File: src/rtl/lock_pkg.sv
// Shared types and encodings for the PIN lock sequencer.
package lock_pkg;

  typedef enum logic [2:0] {
    S_LOCKED,
    S_UNLOCKED,
    S_ADJ_NEW,
    S_ADJ_CONFIRM,
    S_LOCKOUT
  } state_t;

  localparam logic [1:0] ST_LOCKED   = 2'd0;
  localparam logic [1:0] ST_UNLOCKED = 2'd1;
  localparam logic [1:0] ST_ADJUST   = 2'd2;
  localparam logic [1:0] ST_LOCKOUT  = 2'd3;

  localparam logic [15:0] DEFAULT_PIN = 16'h4321;

endpackage

File: src/rtl/beep_timer.sv
// Tone-generator control: play held for BEEP_CYCLES after each start,
// a start while playing retriggers and updates the tone type.
module beep_timer #(
  parameter int BEEP_CYCLES = 10_000_000
) (
  input  logic clk,
  input  logic rst,
  input  logic start,
  input  logic ok,
  output logic play,
  output logic ok_not_fail
);

  localparam int            BW        = $clog2(BEEP_CYCLES) + 1;
  localparam logic [BW-1:0] BEEP_LOAD = BW'(BEEP_CYCLES);

  logic [BW-1:0] cnt;

  always_ff @(posedge clk or posedge rst) begin
    if (rst) begin
      cnt         <= '0;
      play        <= 1'b0;
      ok_not_fail <= 1'b0;
    end else if (start) begin
      cnt         <= BEEP_LOAD;
      play        <= 1'b1;
      ok_not_fail <= ok;
    end else if (play) begin
      // terminal count of 1 ends the tone exactly BEEP_CYCLES edges after start
      if (cnt <= BW'(1)) begin
        cnt  <= '0;
        play <= 1'b0;
      end else begin
        cnt <= cnt - 1'b1;
      end
    end
  end

endmodule

File: src/rtl/lock_sequencer.sv
// PIN entry lock with failed-attempt lockout, PIN change with confirmation
// and a beep on every success/fail event.
//
// state         | meaning
// S_LOCKED      | waiting for a correct PIN
// S_UNLOCKED    | open; btn_lock edge relocks, sw[1] enters adjust
// S_ADJ_NEW     | waiting for the new PIN candidate
// S_ADJ_CONFIRM | waiting for the candidate to be re-entered
// S_LOCKOUT     | too many wrong PINs; entries ignored until timer expires
module lock_sequencer #(
  parameter int          MAX_FAILS      = 3,
  parameter int          LOCKOUT_CYCLES = 500_000_000,
  parameter int          BEEP_CYCLES    = 10_000_000,
  parameter logic [15:0] DEFAULT_PIN    = lock_pkg::DEFAULT_PIN
) (
  input  logic        clk,
  input  logic        rst,
  input  logic        pin_valid,
  input  logic [15:0] user_pin,
  input  logic        btn_lock,
  input  logic [1:0]  sw,
  output logic [1:0]  status,
  output logic [15:0] stored_pin,
  output logic        success_event,
  output logic        fail_event,
  output logic        play,
  output logic        ok_not_fail,
  output logic [1:0]  fail_count
);

  import lock_pkg::*;

  localparam int            LW        = $clog2(LOCKOUT_CYCLES) + 1;
  localparam logic [LW-1:0] LOCK_LOAD = LW'(LOCKOUT_CYCLES);

  state_t        state, state_nxt;
  logic          btn_q;
  logic [15:0]   cand;
  logic [LW-1:0] lock_cnt;
  logic          succ_nxt, fail_nxt, cand_ld, pin_wr, fc_clr, fc_inc;
  logic          btn_rise, lock_done, fail_limit;
  logic [1:0]    fail_inc;
  logic          unused_sw;

  assign unused_sw  = sw[0];
  assign btn_rise   = btn_lock & ~btn_q;
  assign lock_done  = (lock_cnt <= LW'(1));
  assign fail_inc   = (fail_count == 2'd3) ? 2'd3 : fail_count + 2'd1;
  assign fail_limit = (int'(fail_inc) >= MAX_FAILS);

  always_ff @(posedge clk or posedge rst) begin
    if (rst) begin
      state         <= S_LOCKED;
      btn_q         <= 1'b0;
      stored_pin    <= DEFAULT_PIN;
      cand          <= '0;
      fail_count    <= '0;
      lock_cnt      <= '0;
      success_event <= 1'b0;
      fail_event    <= 1'b0;
    end else begin
      state         <= state_nxt;
      btn_q         <= btn_lock;
      success_event <= succ_nxt;
      fail_event    <= fail_nxt;
      if (cand_ld) cand <= user_pin;
      if (pin_wr) stored_pin <= cand;
      if (fc_clr) fail_count <= '0;
      else if (fc_inc) fail_count <= fail_inc;
      if (state_nxt == S_LOCKOUT && state != S_LOCKOUT) lock_cnt <= LOCK_LOAD;
      else if (state == S_LOCKOUT && lock_cnt != '0) lock_cnt <= lock_cnt - 1'b1;
    end
  end

  always_comb begin
    state_nxt = state;
    succ_nxt  = 1'b0;
    fail_nxt  = 1'b0;
    cand_ld   = 1'b0;
    pin_wr    = 1'b0;
    fc_clr    = 1'b0;
    fc_inc    = 1'b0;
    unique case (state)
      S_LOCKED: begin
        if (pin_valid) begin
          if (user_pin == stored_pin) begin
            state_nxt = S_UNLOCKED;
            succ_nxt  = 1'b1;
            fc_clr    = 1'b1;
          end else begin
            fail_nxt = 1'b1;
            fc_inc   = 1'b1;
            if (fail_limit) state_nxt = S_LOCKOUT;
          end
        end
      end
      S_UNLOCKED: begin
        if (btn_rise)   state_nxt = S_LOCKED;
        else if (sw[1]) state_nxt = S_ADJ_NEW;
      end
      S_ADJ_NEW: begin
        if (btn_rise)    state_nxt = S_LOCKED;
        else if (!sw[1]) state_nxt = S_UNLOCKED;
        else if (pin_valid) begin
          cand_ld   = 1'b1;
          state_nxt = S_ADJ_CONFIRM;
        end
      end
      S_ADJ_CONFIRM: begin
        if (btn_rise)    state_nxt = S_LOCKED;
        else if (!sw[1]) state_nxt = S_UNLOCKED;
        else if (pin_valid) begin
          state_nxt = S_UNLOCKED;
          if (user_pin == cand) begin
            pin_wr   = 1'b1;
            succ_nxt = 1'b1;
          end else begin
            fail_nxt = 1'b1;
          end
        end
      end
      S_LOCKOUT: begin
        if (lock_done) begin
          state_nxt = S_LOCKED;
          fc_clr    = 1'b1;
        end
      end
      default: state_nxt = S_LOCKED;
    endcase
  end

  always_comb begin
    status = ST_LOCKED;
    unique case (state)
      S_LOCKED:                 status = ST_LOCKED;
      S_UNLOCKED:               status = ST_UNLOCKED;
      S_ADJ_NEW, S_ADJ_CONFIRM: status = ST_ADJUST;
      S_LOCKOUT:                status = ST_LOCKOUT;
      default:                  status = ST_LOCKED;
    endcase
  end

  // the beep starts on the same edge that registers the event pulse
  beep_timer #(.BEEP_CYCLES(BEEP_CYCLES)) u_beep (
    .clk        (clk),
    .rst        (rst),
    .start      (succ_nxt | fail_nxt),
    .ok         (succ_nxt),
    .play       (play),
    .ok_not_fail(ok_not_fail)
  );

endmodule

File: config.mk
export PLATFORM = sky130hd
export DESIGN_NAME = lock_sequencer
export DESIGN_NICKNAME = d
export VERILOG_FILES = /design/src/rtl/lock_pkg.sv /design/src/rtl/beep_timer.sv /design/src/rtl/lock_sequencer.sv
export SDC_FILE = /design/constraint.sdc
export NUM_CORES = 1
export LEC_CHECK = 0
export ABC_CLOCK_PERIOD_IN_PS = 2900
export CAP_MARGIN = 20
export CORE_MARGIN = 3
export CORE_UTILIZATION = 58
export DETAILED_ROUTE_END_ITERATION = 8
export GPL_ROUTABILITY_DRIVEN = 0
export PLACE_DENSITY = 0.84
export SKIP_LAST_GASP = 1
export SLEW_MARGIN = 20
export SYNTH_ARGS = -nofsm -noshare
export SYNTH_HDL_FRONTEND = slang
export SYNTH_HIERARCHICAL = 1
export SYNTH_SLANG_ARGS = --single-unit
File: constraint.sdc
create_clock -name clk -period 2.9 [get_ports clk]
set_input_delay 0.435 -clock clk [delete_from_list [all_inputs] [get_ports clk]]
set_output_delay 0.435 -clock clk [all_outputs]
set_load 0.05 [all_outputs]
==> results.json <==
{
  "hold_path.class": "in -> async",
  "antenna_found_initial": 0,
  "first_global_vias": 3943,
  "synth_common_cells": "dfrtp_1, mux2_2, a21oi_1",
  "p_total_uw": 3872,
  "crit_path_start_kind": "register",
  "synth_seq_area_share_pct": 48.04,
  "multi_input_area_sq_mm": 0.002499,
  "synth_warnings": 6,
  "num_vias": 4019,
  "grt_pass1_wl_mm": 18.91,
  "crit_path_end_kind": "output pin",
  "drtIter0Drc": 251,
  "synthFlopType": "dfrtp_1",
  "regArea_sq_mm": 0.002434,
  "numCtsBuffers": 9,
  "cts.sinks": 97,
  "nFillCells": 580,
  "drt_first_pass_iters": 5,
  "pre_cts_ws_ns": 0.2536,
  "grt_usage_pct": 23.66,
  "period_share_pct": 95.97,
  "routed_wirelength_mm": 11.14,
  "synth.area.top_cells": "dfrtp_1, mux2_2, xor2_1",
  "finClkSkew_ns": 0.01239,
  "synthCells": 472,
  "core_area_sq_mm": 0.008341,
  "slew_headroom_pct": 58.18,
  "post_cts_resized": 0,
  "layout-drive-gt1-share_pct": 18.28,
  "dieArea_sq_mm": 0.009892,
  "clkTransAtPathRegs_ns": 0.10,
  "post_cts_buffers": 0,
  "clockRootBuffer": "clkbuf_8",
  "path_class": "reg -> out",
  "syn-cell-area_sq_mm": 0.005066,
  "tns_ns": 0,
  "grt_max_degree": 71,
  "synth_area_leader_cell": "dfrtp_1",
  "power_density_mw_per_mm2": 650.5,
  "start_util_pct": 60.74,
  "grt_overflow": 0,
  "fp.dieW_um": 99.46,
  "hold_viol_final": 0,
  "avgSynthCellArea_sq_um": 10.73,
  "area_delta_synth_final_pct": 17.49,
  "worstPathRequired_ns": 2.47,
  "ys_ff_latch": 97,
  "wire_per_inst_um": 17.38,
  "post-route-drc-count": 0,
  "synth.most_common_cell": "dfrtp_1",
  "ys_types": 61,
  "htree_levels": 3,
  "tightestPinTransition_ns": 0.6216,
  "setup-violations-final": 0,
  "maxCapViolCount": 0,
  "rsz0062_at_grt": "false",
  "place.port_buffers": 44,
  "slew_violations": 0,
  "fin_crit_ns": 2.783,
  "syn_nets": 499,
  "cts_tree": "yes",
  "cp_max_fo": 8,
  "p_leak_uw": 0.002425,
  "synth-edff-count": 0,
  "clk_latency_ns": 0.37,
  "viasPerCell": 6.270,
  "ctsHoldBuffers": 0,
  "insertedDiodeCount": 0,
  "cp_data_arrival_time_ns": 2.35,
  "final_nets": 558,
  "die_y_um": 99.46,
  "core.rowCount": 33,
  "fmax_mhz": 359.3,
  "fin_ws_ns": 0.1170,
  "ant_nets": 0,
  "synth_top_cell_area_share_pct": 45.44,
  "cts_buffer_depth": 2,
  "synthArstFlopShare_pct": 100.0,
  "ioPinCount": 46,
  "status": "completed",
  "ir_drop_uv": 456.9,
  "rrSetupSlack_ns": 0.38,
  "dpl.hpwl_mm": 7.913
}
-- where the power goes --
part | switching (uW) | leakage, uW | internal (uW)
sequential | 263 | 0.00118 | 1580
clock | 480 | 0.000117 | 539
combinational | 583 | 0.00112 | 430
total | 1330 | 0.00242 | 2550
-- metrics by stage --
step / area, sq um / util [%] / cells / hold slack [ns]
2_1_floorplan: 5066 / - / 472 / 0.4664
3_3_place_gp: 5715 / 68.53 / 625 / 0.5017
3_5_place_dp: 5715 / 68.53 / 625 / 0.5165
4_1_cts: 5952 / 71.36 / 641 / 0.4634
5_1_grt: 5952 / 71.36 / 641 / 0.4973
6_report: 5952 / 71.36 / 641 / 0.4535
-- layout make-up --
class,instances,share of cell area [%]
inverters,13,0.8198
clock buffers,11,2.544
multi-input cells,346,41.98
well taps,105,2.207
repair buffers,64,10.13
clock inverters,5,1.429
flip-flops and latches,97,40.89
-- state kept, by name, summed over array words and instances, names as in the netlist --
signal / count
state: 3
u_beep/ok_not_fail: 1
lock_cnt: 30
fail_count: 2
fail_event: 1
cand: 16
u_beep/play: 1
stored_pin: 16
u_beep/cnt: 25
btn_q: 1
success_event: 1
-- routing by layer --
| metal | part of all wire (%) | vias up | GRT usage (%) |
|---|---|---|---|
| met5 | 0 | - | 0 |
| met4 | 1.5 | 0 | 7.773 |
| met3 | 4.6 | 20 | 4.418 |
| met2 | 50 | 131 | 38.69 |
| met1 | 44 | 1974 | 32.05 |
| li1 | - | 1894 | - |
-- layout by cell type, fill, tap and decap left out, types with 3 or more instances in the layout --
cell type        netlist  layout
a211oi_1               3       3
a21oi_1               29      29
buf_4                  0      19
clkbuf_8               0      11
clkdlybuf4s50_1        0      44
dfrtp_1               92      92
dfstp_2                5       5
ha_1                   5       5
inv_1                 12      11
mux2_2                33      33
nand2_1               25      25
nand2b_1               5       5
nand3_1               16      16
nand4_1                7       7
nand4b_1               3       3
nor2_1                20      20
nor3_1                 8       8
nor4_1                15      15
o211ai_1               5       5
o21a_1                 4       4
o21ai_0               17      17
o31ai_1               16      16
o41ai_1                6       6
or2_2                  4       4
or3_1                 27      27
or3_2                  3       3
or4_1                 15      15
xnor2_1               18      18
xor2_1                20      20
-- worst paths after layout --
kind,start,to,depth (start not counted)
hold / removal,rst,u_beep/cnt[14],2
max in group asynchronous,rst,u_beep/cnt[2],3
setup / recovery,state[0],status[1],3
hold reg to reg,lock_cnt[10],lock_cnt[10],2
setup reg to reg,lock_cnt[16],lock_cnt[2],6
min in group clk,lock_cnt[10],lock_cnt[10],2
-- kinds of logic (layout without fill, tap and decap cells) --
| kind of cell | count (synthesis) | in the layout | share of synthesized area [%] |
|---|---|---|---|
| AOI/OAI and AO/OA | 96 | 96 | 12.97 |
| xor gates and xnor gates | 38 | 38 | 6.570 |
| adders and majority gates | 5 | 5 | 1.235 |
| buffers and inverters | 29 | 93 | 2.741 |
| DFF | 97 | 97 | 48.04 |
| muxes | 33 | 33 | 7.335 |
| and+or+nand+nor | 174 | 174 | 21.12 |
-- worst max-delay path, cell delays in order (launching register included) --
cell             delay (ns)
dfrtp_1                0.48
or3b_2                 0.54
o21ai_0                0.12
clkdlybuf4s50_1        0.84
(Power assumes the default switching activity.)
